## src/rtl/memory_stage_pkg.sv

```systemverilog
// rtl/memory_stage_pkg.sv - shared control encodings and helpers for the memory stage
package memory_stage_pkg;

    localparam int XLEN = 32;

    typedef enum logic [1:0] {
        MEN_X = 2'd0,
        MEN_S = 2'd1,
        MEN_L = 2'd2
    } men_e;

    typedef enum logic [1:0] {
        SZ_B = 2'd0,
        SZ_H = 2'd1,
        SZ_W = 2'd2
    } size_e;

    typedef struct packed {
        logic [4:0]      rd_addr;
        logic            rf_wen;
        men_e            mem_wen;
        size_e           mem_size;
        logic            mem_sign;
        logic [XLEN-1:0] rs2_data;
    } ctrltype;

    function automatic logic is_misaligned(input size_e size, input logic [1:0] off);
        return ((size == SZ_H) && off[0]) || ((size == SZ_W) && (off != 2'b00));
    endfunction

endpackage

```

## src/rtl/memory_stage_align.sv

```systemverilog
// rtl/memory_stage_align.sv - store lane replication/byte enables and load extract/extend
module mem_data_align
    import memory_stage_pkg::*;
(
    input  size_e       size_i,
    input  logic        sign_i,
    input  logic [1:0]  off_i,
    input  logic [31:0] rs2_i,
    input  logic [31:0] rdata_i,
    output logic [31:0] wdata_o,
    output logic [3:0]  wmask_o,
    output logic [31:0] load_o
);

    logic [31:0] shifted;

    always_comb begin
        shifted = rdata_i >> {off_i, 3'b000};
        wdata_o = rs2_i;
        wmask_o = 4'b1111;
        load_o  = rdata_i;
        case (size_i)
            SZ_B: begin
                wdata_o = {4{rs2_i[7:0]}};
                wmask_o = 4'b0001 << off_i;
                load_o  = {{24{sign_i & shifted[7]}}, shifted[7:0]};
            end
            SZ_H: begin
                wdata_o = {2{rs2_i[15:0]}};
                wmask_o = 4'b0011 << off_i;
                load_o  = {{16{sign_i & shifted[15]}}, shifted[15:0]};
            end
            default: ;
        endcase
    end

endmodule

```

## src/rtl/memory_stage.sv

```systemverilog
// rtl/memory_stage.sv - load/store stage between execute and write-back
module memory_stage
    import memory_stage_pkg::*;
(
    input  logic        clk,
    input  logic        reset,
    input  logic        exe_mem_valid,
    input  logic [31:0] exe_mem_reg_pc,
    input  logic [31:0] exe_mem_inst,
    input  logic [63:0] exe_mem_inst_id,
    input  ctrltype     exe_mem_ctrl,
    input  logic [31:0] exe_mem_alu_out,
    output logic        mem_wb_valid,
    output logic [31:0] mem_wb_reg_pc,
    output logic [31:0] mem_wb_inst,
    output logic [63:0] mem_wb_inst_id,
    output ctrltype     mem_wb_ctrl,
    output logic [31:0] mem_wb_alu_out,
    output logic [31:0] mem_wb_rdata,
    output logic        mem_wb_misaligned,
    output logic        mem_stall_flg,
    input  logic        pipeline_flush,
    output logic        dreq_valid,
    input  logic        dreq_ready,
    output logic [31:0] dreq_addr,
    output logic        dreq_wen,
    output logic [31:0] dreq_wdata,
    output logic [3:0]  dreq_wmask,
    input  logic        dresp_valid,
    input  logic [31:0] dresp_rdata
);

    typedef enum logic [1:0] {
        S_IDLE,
        S_WAIT_RESP,
        S_DONE,
        S_DRAIN
    } state_e;

    state_e      state_q, state_d;
    logic [31:0] rdata_q, rdata_d;

    logic        is_mem;
    logic        misaligned;
    logic        mem_access;
    logic [31:0] align_wdata;
    logic [3:0]  align_wmask;
    logic [31:0] load_fmt;

    assign is_mem     = exe_mem_ctrl.mem_wen != MEN_X;
    assign misaligned = is_misaligned(exe_mem_ctrl.mem_size, exe_mem_alu_out[1:0]);
    assign mem_access = exe_mem_valid && is_mem && !misaligned;

    mem_data_align u_align (
        .size_i  (exe_mem_ctrl.mem_size),
        .sign_i  (exe_mem_ctrl.mem_sign),
        .off_i   (exe_mem_alu_out[1:0]),
        .rs2_i   (exe_mem_ctrl.rs2_data),
        .rdata_i (dresp_rdata),
        .wdata_o (align_wdata),
        .wmask_o (align_wmask),
        .load_o  (load_fmt)
    );

    always_ff @(posedge clk or posedge reset) begin
        if (reset) begin
            state_q <= S_IDLE;
            rdata_q <= '0;
        end else begin
            state_q <= state_d;
            rdata_q <= rdata_d;
        end
    end

    always_comb begin
        state_d = state_q;
        rdata_d = rdata_q;
        unique case (state_q)
            S_IDLE: begin
                if (mem_access && !pipeline_flush && dreq_ready) begin
                    state_d = S_WAIT_RESP;
                end
            end
            S_WAIT_RESP: begin
                // A flushed access still owes one response; DRAIN swallows it unless it is already here.
                if (pipeline_flush) begin
                    state_d = dresp_valid ? S_IDLE : S_DRAIN;
                end else if (dresp_valid) begin
                    state_d = S_DONE;
                    rdata_d = (exe_mem_ctrl.mem_wen == MEN_L) ? load_fmt : 32'h0;
                end
            end
            S_DONE:  state_d = S_IDLE;
            S_DRAIN: begin
                if (dresp_valid) begin
                    state_d = S_IDLE;
                end
            end
            default: state_d = S_IDLE;
        endcase
    end

    always_comb begin
        dreq_valid        = 1'b0;
        mem_wb_valid      = 1'b0;
        mem_wb_rdata      = 32'h0;
        mem_wb_misaligned = 1'b0;
        mem_stall_flg     = 1'b0;
        if (!reset) begin
            unique case (state_q)
                S_IDLE: begin
                    dreq_valid        = mem_access && !pipeline_flush;
                    mem_wb_valid      = exe_mem_valid && !pipeline_flush && (!is_mem || misaligned);
                    mem_wb_misaligned = exe_mem_valid && !pipeline_flush && is_mem && misaligned;
                end
                S_DONE: begin
                    mem_wb_valid = !pipeline_flush;
                    mem_wb_rdata = rdata_q;
                end
                default: ;
            endcase
            mem_stall_flg = (mem_access && (state_q != S_DONE)) || (state_q == S_DRAIN);
        end
    end

    assign mem_wb_reg_pc  = exe_mem_reg_pc;
    assign mem_wb_inst    = exe_mem_inst;
    assign mem_wb_inst_id = exe_mem_inst_id;
    assign mem_wb_ctrl    = exe_mem_ctrl;
    assign mem_wb_alu_out = exe_mem_alu_out;

    assign dreq_addr  = {exe_mem_alu_out[31:2], 2'b00};
    assign dreq_wen   = exe_mem_ctrl.mem_wen == MEN_S;
    assign dreq_wdata = align_wdata;
    assign dreq_wmask = dreq_wen ? align_wmask : 4'b0000;

endmodule

```

## config.mk

```make
export PLATFORM = sky130hd
export DESIGN_NAME = memory_stage
export DESIGN_NICKNAME = d
export VERILOG_FILES = /design/src/rtl/memory_stage_pkg.sv /design/src/rtl/memory_stage_align.sv /design/src/rtl/memory_stage.sv
export SDC_FILE = /design/constraint.sdc
export NUM_CORES = 1
export LEC_CHECK = 0
export ABC_CLOCK_PERIOD_IN_PS = 2300
export CAP_MARGIN = 20
export CELL_PAD_IN_SITES_DETAIL_PLACEMENT = 0
export CELL_PAD_IN_SITES_GLOBAL_PLACEMENT = 1
export CORE_AREA = 2 2 214 216
export CTS_BUF_LIST = sky130_fd_sc_hd__clkbuf_8
export CTS_CLUSTER_DIAMETER = 150
export DETAILED_ROUTE_END_ITERATION = 10
export DIE_AREA = 0 0 216 218
export GPL_ROUTABILITY_DRIVEN = 1
export MAX_ROUTING_LAYER = met4
export PLACE_DENSITY_LB_ADDON = 0.1
export SLEW_MARGIN = 20
export SYNTH_ARGS = -nofsm -noshare
export SYNTH_HDL_FRONTEND = slang
export SYNTH_SLANG_ARGS = --single-unit
```

## constraint.sdc

```tcl
create_clock -name clk -period 2.3 [get_ports clk]
set_clock_uncertainty 0.15 [all_clocks]
set_input_delay 0.46 -clock clk [delete_from_list [all_inputs] [get_ports clk]]
set_output_delay 0.46 -clock clk [all_outputs]
set_load 0.05 [all_outputs]
```

==> flow_summary.ini, run 1 <==
[clock_network]
cts_sinks = 34
cts.clk_slew.worst_paths_ns = 0.09
tritoncts = built
cts_root_buf = clkbuf_8
clock_latency_ns = 0.32
cts_buffers = 5
htree_levels = 2
cts_buffer_depth = 2

[synthesis]
post-synth-top-count-cell = buf_4
ys_ff_latch = 34
synth_async_sr_flop_share_pct = 100
ys_seq_area_share_pct = 19.4
yosys_warnings = 0
synthFlopType = dfrtp_1
ys_types = 47
netlist.area_leader.share_pct = 41.6
synth_area_leader_cell = buf_4
ys_top_cells_by_area = buf_4 42%, dfrtp_1 19%, and2_1 5.4%, mux2i_1 4.3%, a221o_1 3.7%
syn_inst = 540
synth_area_um2 = 4390
avgSynthCellArea_um2 = 8.12
synthTopCellsByCount = 243 x buf_4, 38 x and2_1, 34 x dfrtp_1
synth_edf_count = 0

[timing]
final-hold-violation-count = 0
finalCritPeriodShare_pct = 97.0
worst_pin_slew_ns = 0.539
max_freq_ghz = 0.448
slew_headroom_pct = 64.1
slew_viol_final = 0
final-setup-viol-count = 0
min_period_ns = 2.23
fin_tns_setup_ns = 0

[job]
cap_violations = 0

[worst_setup_path]
cp_max_fo = 8
critical_path_class = register to output port
r2r_slack_ns = 0.45
required_ns = 1.69
reg2regPathDepth = 7
cp-start-kind = register
crit_path_end_kind = output port
arrival_ns = 1.62
timing.rr.end = rdata_q[12]
r2r_start = state_q[1]

[global_routing]
grt_pass1_wl_mm = 32.3
grt_max_degree = 35
antenna_found_initial = 1
grt_use_total_pct = 10.1
grt_pass1_vias = 4081
globalRouteOverflowTotal = 0

[power_and_ir_drop]
power.total_mw = 2.51
switchingPower_mw = 0.996
power_frac_seq_pct = 28.5
p_clk_share_pct = 20.6
internal_power_mw = 1.51
pwr_density_cell_nw_per_um2 = 373
swShare_pct = 39.7
vdd_ir_drop_max_mv = 0.130
p_comb_share_pct = 50.9
p_leak_nw = 2.82

[floorplanning]
core-area_um2 = 44900
die_y_um = 218
dieArea_um2 = 47100
num_rows = 78
ios = 549
die_w_um = 216
initial_core_util_pct = 9.77

[placed_design]
dpl_cell_area_um2 = 6320
routabilityCongestion = 0.684
port_buffers = 188
post-place-cells = 1133
dpl.hpwl_mm = 20.3

[route]
drt-initial-drc-count = 100
wl_per_cell_um = 20.5
antenna_left = 0
wl_mm = 23.6
vias = 3577
drcViolationCount = 0
drt-pass1-iter-count = 4
vias_per_cell = 3.11

[worst_hold_path]
whs_path_depth = 2
hp-class = register to register
worstHoldStart = rdata_q[3]
holdPathEnd = rdata_q[3]

[outcome]
status = complete, no violations

[cells_and_area]
instances_no_fill = 1152
fillers = 5123
design_area_um2 = 6730
fin_nets = 790
syn_to_final_growth_pct = 53.4
fin_util_pct = 15.0
drive_gt1_share_pct = 49.8
[kinds of logic after synthesis]
logic type,Yosys count,synth area share (%)
buffers and inverters,271,44.5
and+or+nand+nor,119,15.1
AOI/OAI and AO/OA,79,12.4
muxes,35,8.44
DFF,34,19.4
xor gates and xnor gates,1,0.200
other,1,0.0855
[worst max-delay path by stage]
stage                             startpoint                 to  slack, ns
after global routing              state_q[0]    mem_wb_rdata[1]     -0.003
after global placement    exe_mem_alu_out[0]      dreq_wmask[0]      -0.41
after CTS                         state_q[0]    mem_wb_rdata[1]      -0.03
after floorplan                        reset  mem_wb_misaligned      -0.15
final                             state_q[0]    mem_wb_rdata[1]       0.07
after detailed placement  exe_mem_alu_out[0]      dreq_wmask[0]      -0.44
[stage by stage]
stage	hold WS (ns)	worst slack [ns]
after floorplan	0.259	-0.154
after global placement	0.325	-0.406
after detailed placement	0.337	-0.436
after CTS	0.355	-0.0286
after global routing	0.388	-0.00335
final	0.354	0.0688
[power by group through the flow]
stage	clock network, mW	logic (mW)	registers, mW
detailed placement	0	1.26	0.727
finish	0.517	1.28	0.715
CTS	0.558	1.29	0.716
global route	0.574	1.36	0.726
floorplan	0	1.55	0.710
global placement	0	1.27	0.726
[state kept, by name, indices dropped and copies added, names as in the netlist]
| name | count |
|---|---|
| state_q | 2 |
| rdata_q | 32 |
[repair_timing]
action / 4_1_cts / 5_1_grt
endpoints found under the setup margin: 56 / 28
pin swaps: 5 / 2
hold buffers: 0 / 0
gates resized for setup: 48 / 20
setup buffers: 6 / 2
cloned: 1 / 0
[cell type report]
class / count / area, um^2 / share of cell area (%)
timing repair buffer: 266 / 3210 / 47.7
clock inverter: 2 / 12.5 / 0.186
multi-input combinational: 236 / 1790 / 26.6
antenna: 2 / 5.00 / 0.0744
tap: 600 / 751 / 11.2
sequential: 34 / 851 / 12.7
clock buffer: 6 / 82.6 / 1.23
inverter: 6 / 26.3 / 0.391
[worst max-delay path: stages, from the launching register on]
cell and delay, ns:
dfrtp_1 0.40, inv_2 0.09, and3_4 0.26, buf_12 0.12, buf_12 0.12, and2_4 0.17, buf_8 0.14
[layout by cell type (no fill, tap or decap), types with 2 or more instances in the layout]
cell,Yosys,final
nand2b_1,11,11
a22oi_1,6,6
a221o_1,16,16
buf_8,0,9
conb_1,1,2
nand3_1,6,6
clkdlybuf4s50_1,0,67
inv_1,5,3
o22ai_1,3,2
and2_1,38,7
mux2_2,11,10
nand4_1,3,3
buf_12,0,69
nand4b_1,2,2
a21oi_2,0,2
o21ai_1,21,20
dfrtp_1,34,34
a32oi_1,3,3
nand2_1,28,28
nor2b_1,2,2
a21oi_1,11,8
nor2_1,16,9
o21ai_2,0,8
inv_2,1,2
and2_4,0,31
mux2i_1,19,19
diode_2,0,2
o31ai_1,2,2
dlygate4sd2_1,0,4
clkbuf_8,0,6
nor3_2,1,2
nand3b_1,2,2
buf_4,243,89
clkinvlp_4,0,2
o21ai_0,10,3
mux2_1,5,5
nor2_2,0,4
nor2_4,0,3
buf_6,1,22
[layer usage]
metal / track usage (%) / vias up / wire length, um
li1: - / 1592 / -
met1: 9.19 / 1634 / 7830
met2: 17.1 / 317 / 11700
met3: 7.03 / 34 / 3660
met4: 2.33 / 0 / 429
met5: - / - / 0
Power figures use the tool's default switching activity.
==> run 2: changes to the inputs <==
--- a/config.mk
+++ b/config.mk
@@ -15,8 +15,9 @@
 export DETAILED_ROUTE_END_ITERATION = 10
 export DIE_AREA = 0 0 216 218
 export GPL_ROUTABILITY_DRIVEN = 1
+export GPL_TIMING_DRIVEN = 0
 export MAX_ROUTING_LAYER = met4
-export PLACE_DENSITY_LB_ADDON = 0.1
+export PLACE_DENSITY = 0.54
 export SLEW_MARGIN = 20
 export SYNTH_ARGS = -nofsm -noshare
 export SYNTH_HDL_FRONTEND = slang
==> run 2 against run 1 <==
  * Worst setup slack worse by 0.023 ns
  * Cell count increased by 34%
  * Clock power grew 12%
  * Critical path type is now input pin to output port
==> flow_summary.ini, run 2 (synthesized netlist as in run 1, its figures left out) <==
[cells_and_area]
final_cell_mix = 285 x buf_4, 266 x clkdlybuf4s50_1, 34 x dfrtp_1
final_common_cell = buf_4
drive_gt1_share_pct = 46.8
n_antenna_cell = 0
top_regs = rdata_q: 32 flops, state_q: 2 flops
largest_register = rdata_q
largest_reg_flops = 32
fillers = 5003
fin_nets = 1180
fin_util_pct = 20.6
design_area_um2 = 9250
syn_to_final_growth_pct = 111

[route]
antenna_left = 0
vias = 4902
drt-initial-drc-count = 100
drt-pass1-iter-count = 4
wl_per_cell_um = 16.1
wl_mm = 24.7
drcViolationCount = 0
vias_per_cell = 3.19

[timing]
final-setup-viol-count = 0
slew_headroom_pct = 54.9
rsz0062_at_grt = no
worst_pin_slew_ns = 0.675
final-hold-violation-count = 0
finalCritPeriodShare_pct = 98.0
min_period_ns = 2.25
slew_viol_final = 0
max_freq_ghz = 0.444

[global_routing]
grt_pass1_wl_mm = 33.4
grt_pass1_vias = 4912
globalRouteOverflowTotal = 0
grt_use_total_pct = 9.87
grt_max_degree = 19
antenna_found_initial = 0

[placed_design]
dpl_cell_area_um2 = 9120
dpl.hpwl_mm = 21.8
port_buffers = 382
routabilityCongestion = 0.752

[clock_network]
cts_root_buf = clkbuf_8
cts_buffers = 5
holdBufCountCts = 0
cts.clk_slew.worst_paths_ns = 0.07
cts_buffer_depth = 2
clock_latency_ns = 0.29
tritoncts = built
htree_levels = 2
cts_sinks = 34

[floorplanning]
dieArea_um2 = 47100
die_w_um = 216
num_rows = 78
ios = 549
die_y_um = 218
initial_core_util_pct = 9.77
core-area_um2 = 44900

[worst_setup_path]
required_ns = 1.69
critical_path_class = input pin to output port
cp_max_fo = 5
timing.rr.end = rdata_q[29]
crit_path_end_kind = output port
reg2regPathDepth = 6
arrival_ns = 1.64
crit_end = dreq_wdata[5]
cp-start-kind = input pin
r2r_start = state_q[1]
r2r_slack_ns = 0.35
crit_path_start = exe_mem_ctrl[5]

[outcome]
status = complete, no violations

[power_and_ir_drop]
power.total_mw = 3.60
vdd_ir_drop_max_mv = 0.221
pwr_density_cell_nw_per_um2 = 389
p_leak_nw = 4.19

[worst_hold_path]
hp-class = input pin to async pin

[job]
cap_violations = 0
run 2: cell types whose count changed in the layout (fill, tap and decap cells not counted), sizes merged:
cell	before	now
dlymetal6s2s	1	2
clkdlybuf4s15	2	18
clkbuf	7	26
diode	2	0
dlygate4sd2	4	24
clkdlybuf4s50	67	266
bufinv	0	1
clkdlybuf4s18	0	1
clkinv	1	0
buf	191	324
run 2: cell type report:
cell class,instances,area (um^2),share of cell area (%)
clock inverters,1,30.0,0.325
multi-input cells,236,1790,19.4
clock buffers,6,82.6,0.893
well taps,600,751,8.12
flip-flops and latches,34,851,9.20
plain buffers,265,2040,22.1
repair buffers,390,3670,39.7
inverters,6,26.3,0.284
repair inverters,1,5.00,0.0541
run 2: where the power goes:
| part | internal [mW] | switching [mW] | leakage, nW | total, mW |
|---|---|---|---|---|
| sequential | 0.670 | 0.0426 | 0.464 | 0.713 |
| combinational | 0.912 | 1.40 | 3.67 | 2.31 |
| clock | 0.347 | 0.234 | 0.0573 | 0.581 |
run 2: worst min path at each step:
stage / from / to / slack (ns) / cells past startpoint
3_3_place_gp: rdata_q[0] / rdata_q[0] / 0.31 / 2
6_report: reset / state_q[0] / 0.09 / 3
5_1_grt: reset / state_q[0] / 0.11 / 3
2_1_floorplan: reset / rdata_q[0] / 0.26 / 1
3_5_place_dp: rdata_q[0] / rdata_q[0] / 0.32 / 2
4_1_cts: reset / state_q[0] / 0.11 / 3
run 2: what timing repair did:
| item | in CTS | in global routing |
|---|---|---|
| setup endpoints to repair | 132 | 63 |
| pin swaps | 7 | 4 |
| hold endpoints to repair | 0 | 0 |
| resized for setup | 499 | 26 |
| cloned | 1 | 0 |
| buffers inserted | 6 | 1 |
run 2: routing by layer:
metal | vias to the layer above | global-route usage (%) | routed length [um]
met5 | - | - | 0
met1 | 2240 | 10.8 | 9230
met2 | 282 | 18.0 | 13100
met3 | 8 | 3.17 | 2170
met4 | 0 | 1.19 | 193
li1 | 2372 | - | -
run 2: stage by stage:
| stage | worst slack [ns] | cells | setup TNS [ns] | hold WS [ns] |
|---|---|---|---|---|
| floorplan | -0.154 | 541 | -0.194 | 0.259 |
| detailed placement | -2.25 | 1523 | -132.28 | 0.321 |
| global route | 0.000765 | 1539 | 0 | 0.111 |
| CTS | -0.00105 | 1537 | -0.00105 | 0.110 |
| global placement | -2.23 | 1523 | -133.41 | 0.309 |
| finish | 0.0457 | 1539 | 0 | 0.0945 |
run 2: critical path, cell delays in order:
cell and delay (ns):
clkdlybuf4s50_1 0.54, buf_4 0.13, dlygate4sd2_1 0.51
==> run 3: changes to the inputs <==
--- a/config.mk
+++ b/config.mk
@@ -5,19 +5,19 @@
 export SDC_FILE = /design/constraint.sdc
 export NUM_CORES = 1
 export LEC_CHECK = 0
-export ABC_CLOCK_PERIOD_IN_PS = 2300
+export ABC_CLOCK_PERIOD_IN_PS = 2650
 export CAP_MARGIN = 20
 export CELL_PAD_IN_SITES_DETAIL_PLACEMENT = 0
 export CELL_PAD_IN_SITES_GLOBAL_PLACEMENT = 1
-export CORE_AREA = 2 2 214 216
+export CORE_AREA = 2 2 213 215
 export CTS_BUF_LIST = sky130_fd_sc_hd__clkbuf_8
 export CTS_CLUSTER_DIAMETER = 150
 export DETAILED_ROUTE_END_ITERATION = 10
-export DIE_AREA = 0 0 216 218
+export DIE_AREA = 0 0 215 217
 export GPL_ROUTABILITY_DRIVEN = 1
 export GPL_TIMING_DRIVEN = 0
 export MAX_ROUTING_LAYER = met4
-export PLACE_DENSITY = 0.54
+export PLACE_DENSITY = 0.52
 export SLEW_MARGIN = 20
 export SYNTH_ARGS = -nofsm -noshare
 export SYNTH_HDL_FRONTEND = slang
==> constraint.sdc (replaced) <==
create_clock -name clk -period 2.65 [get_ports clk]
set_clock_uncertainty 0.15 [all_clocks]
set_input_delay 0.53 -clock clk [delete_from_list [all_inputs] [get_ports clk]]
set_output_delay 0.53 -clock clk [all_outputs]
set_load 0.05 [all_outputs]
==> run 3 against run 2 <==
  * Non-clock buffer count decreased by 4
  * Global-route usage increased by 1.1 points
  * Sequential cell count unchanged
  * Cell count decreased by 0.19%
  * Utilization decreased by 0.43 points
  * Power decreased by 14%
  * Largest cell class unchanged
  * Highest routed layer unchanged
==> flow_summary.ini, run 3 (synthesized netlist as in run 1, its figures left out) <==
[floorplanning]
num_rows = 78
initial_core_util_pct = 9.81
die_y_um = 217
ios = 549
core-area_um2 = 44700
die_w_um = 215
dieArea_um2 = 46700

[cells_and_area]
n_antenna_cell = 0
multi_input_area_um2 = 1640
final_cell_mix = 277 x clkdlybuf4s50_1, 253 x buf_4, 38 x and2_1
drive_gt1_share_pct = 39.1
final_common_cell = clkdlybuf4s50_1
seq_area_um2 = 851
syn_to_final_growth_pct = 106
fin_nets = 1176
fillers = 5104
largest_register = rdata_q
largest_reg_flops = 32
top_regs = rdata_q: 32 flops, state_q: 2 flops

[timing]
final-hold-violation-count = 0
finalCritPeriodShare_pct = 98.7
slew_headroom_pct = 50.2
fin_tns_setup_ns = 0
worst_pin_slew_ns = 0.741
timing.final.ws_setup_ns = 0.0341
slew_viol_final = 0
min_period_ns = 2.62
final-setup-viol-count = 0
whs_ns = 0.305
max_freq_ghz = 0.382
rsz0062_at_grt = no

[worst_setup_path]
path_delay_family = buffers and inverters
required_ns = 1.97
cp-start-kind = input pin
r2r_start = state_q[1]
slowest_stage = clkdlybuf4s50_1
arrival_ns = 1.94
reg2regPathDepth = 5
path_cells = clkdlybuf4s50_1, buf_4, clkdlybuf4s50_1
timing.rr.end = rdata_q[12]
critPathBufInv = 3
r2r_slack_ns = 0.70
crit_path_end_kind = output port
slowest_delay_ns = 0.79
critical_path_class = input pin to output port
cp_common_cell = clkdlybuf4s50_1
cp_max_fo = 2

[route]
met1Wirelength_mm = 9.71
drt-pass1-iter-count = 5
top_layer = met4
met3_length_mm = 1.72
wl_mm = 26.3
wl_per_cell_um = 17.1
vias = 4910
vias_per_cell = 3.20
wl_met2_mm = 14.5
antenna_left = 0
drcViolationCount = 0
drt-initial-drc-count = 136

[worst_hold_path]
hp-class = input pin to async pin

[clock_network]
tritoncts = built
clock_latency_ns = 0.29
cts_buffers = 5
cts_sinks = 34
cts.clk_slew.worst_paths_ns = 0.09
cts_root_buf = clkbuf_8
htree_levels = 2
cts_buffer_depth = 2

[power_and_ir_drop]
vdd_ir_drop_max_mv = 0.245
pwr_density_cell_nw_per_um2 = 344
p_leak_nw = 4.13
power.total_mw = 3.11

[global_routing]
grt_max_degree = 19
globalRouteOverflowTotal = 0
grt_pass1_wl_mm = 36.2
grt_pass1_vias = 5091
antenna_found_initial = 0
grt_use_total_pct = 10.9

[placed_design]
dpl_worst_slack_ns = -1.87
routabilityCongestion = 0.751
dpl.hpwl_mm = 23.4
port_buffers = 382

[job]
cap_violations = 0

[outcome]
status = complete, no violations
run 3: cell count changes in the layout (fill, tap and decap cells not counted), moves of 4 or more:
cell / delta
and2_4: -30
buf_2: +11
buf_4: -32
mux2i_1: +4
clkdlybuf4s15_2: -5
o21ai_1: +6
mux2i_2: -4
o21ai_2: -7
and2_1: +30
clkdlybuf4s50_1: +11
clkbuf_4: +10
dlygate4sd2_1: +11
run 3: cell type report:
class	count	area share, %
clock inverters	3	0.499
flip-flops and latches	34	9.43
repair buffers	386	40.3
well taps	600	8.32
clock buffers	5	0.763
inverters	6	0.291
multi-input cells	236	18.2
plain buffers	265	22.1
repair inverters	1	0.0832
run 3: power by group:
| part | switching [mW] | internal (mW) |
|---|---|---|
| combinational | 1.21 | 0.779 |
| sequential | 0.0324 | 0.581 |
| clock | 0.224 | 0.280 |
| total | 1.47 | 1.64 |
run 3: how the worst max path moves through the flow:
stage / from / to / slack [ns] / depth (start not counted)
5_1_grt: exe_mem_ctrl[33] / dreq_wdata[29] / 0.005 / 6
6_report: exe_mem_ctrl[25] / mem_wb_ctrl[25] / 0.03 / 3
3_5_place_dp: reset / mem_wb_rdata[9] / -1.87 / 6
3_3_place_gp: reset / mem_wb_rdata[18] / -1.89 / 6
2_1_floorplan: exe_mem_ctrl[33] / dreq_wdata[24] / 0.007 / 4
4_1_cts: reset / mem_wb_rdata[14] / 0.002 / 6
run 3: layer usage:
layer / track usage [%] / vias to the layer above
met4: 1.43 / 0
met1: 12.0 / 2278
met2: 20.7 / 265
met3: 2.24 / 12
li1: - / 2355
met5: - / -
run 3: worst reg2reg max path: stages, from the launching register on:
cell and delay, ns:
dfrtp_1 0.43, nand4bb_1 0.22, buf_2 0.22, nor4_2 0.58, o21ai_1 0.16, nand3_1 0.12
run 3: stage by stage:
step           utilization [%]  instances  instance area [um^2]
2_1_floorplan                -        541                  4410
3_3_place_gp              20.1       1523                  8990
3_5_place_dp              20.1       1523                  8990
4_1_cts                   20.3       1536                  9090
5_1_grt                   20.2       1536                  9020
6_report                  20.2       1536                  9020
run 3: repair_timing:
item                       4_1_cts  5_1_grt
resized for setup              342       57
buffers inserted                 4        0
cloned                           1        0
hold buffers                     0        0
setup endpoints to repair      102       44
hold endpoints to repair         0        0
pin swaps                        3        2
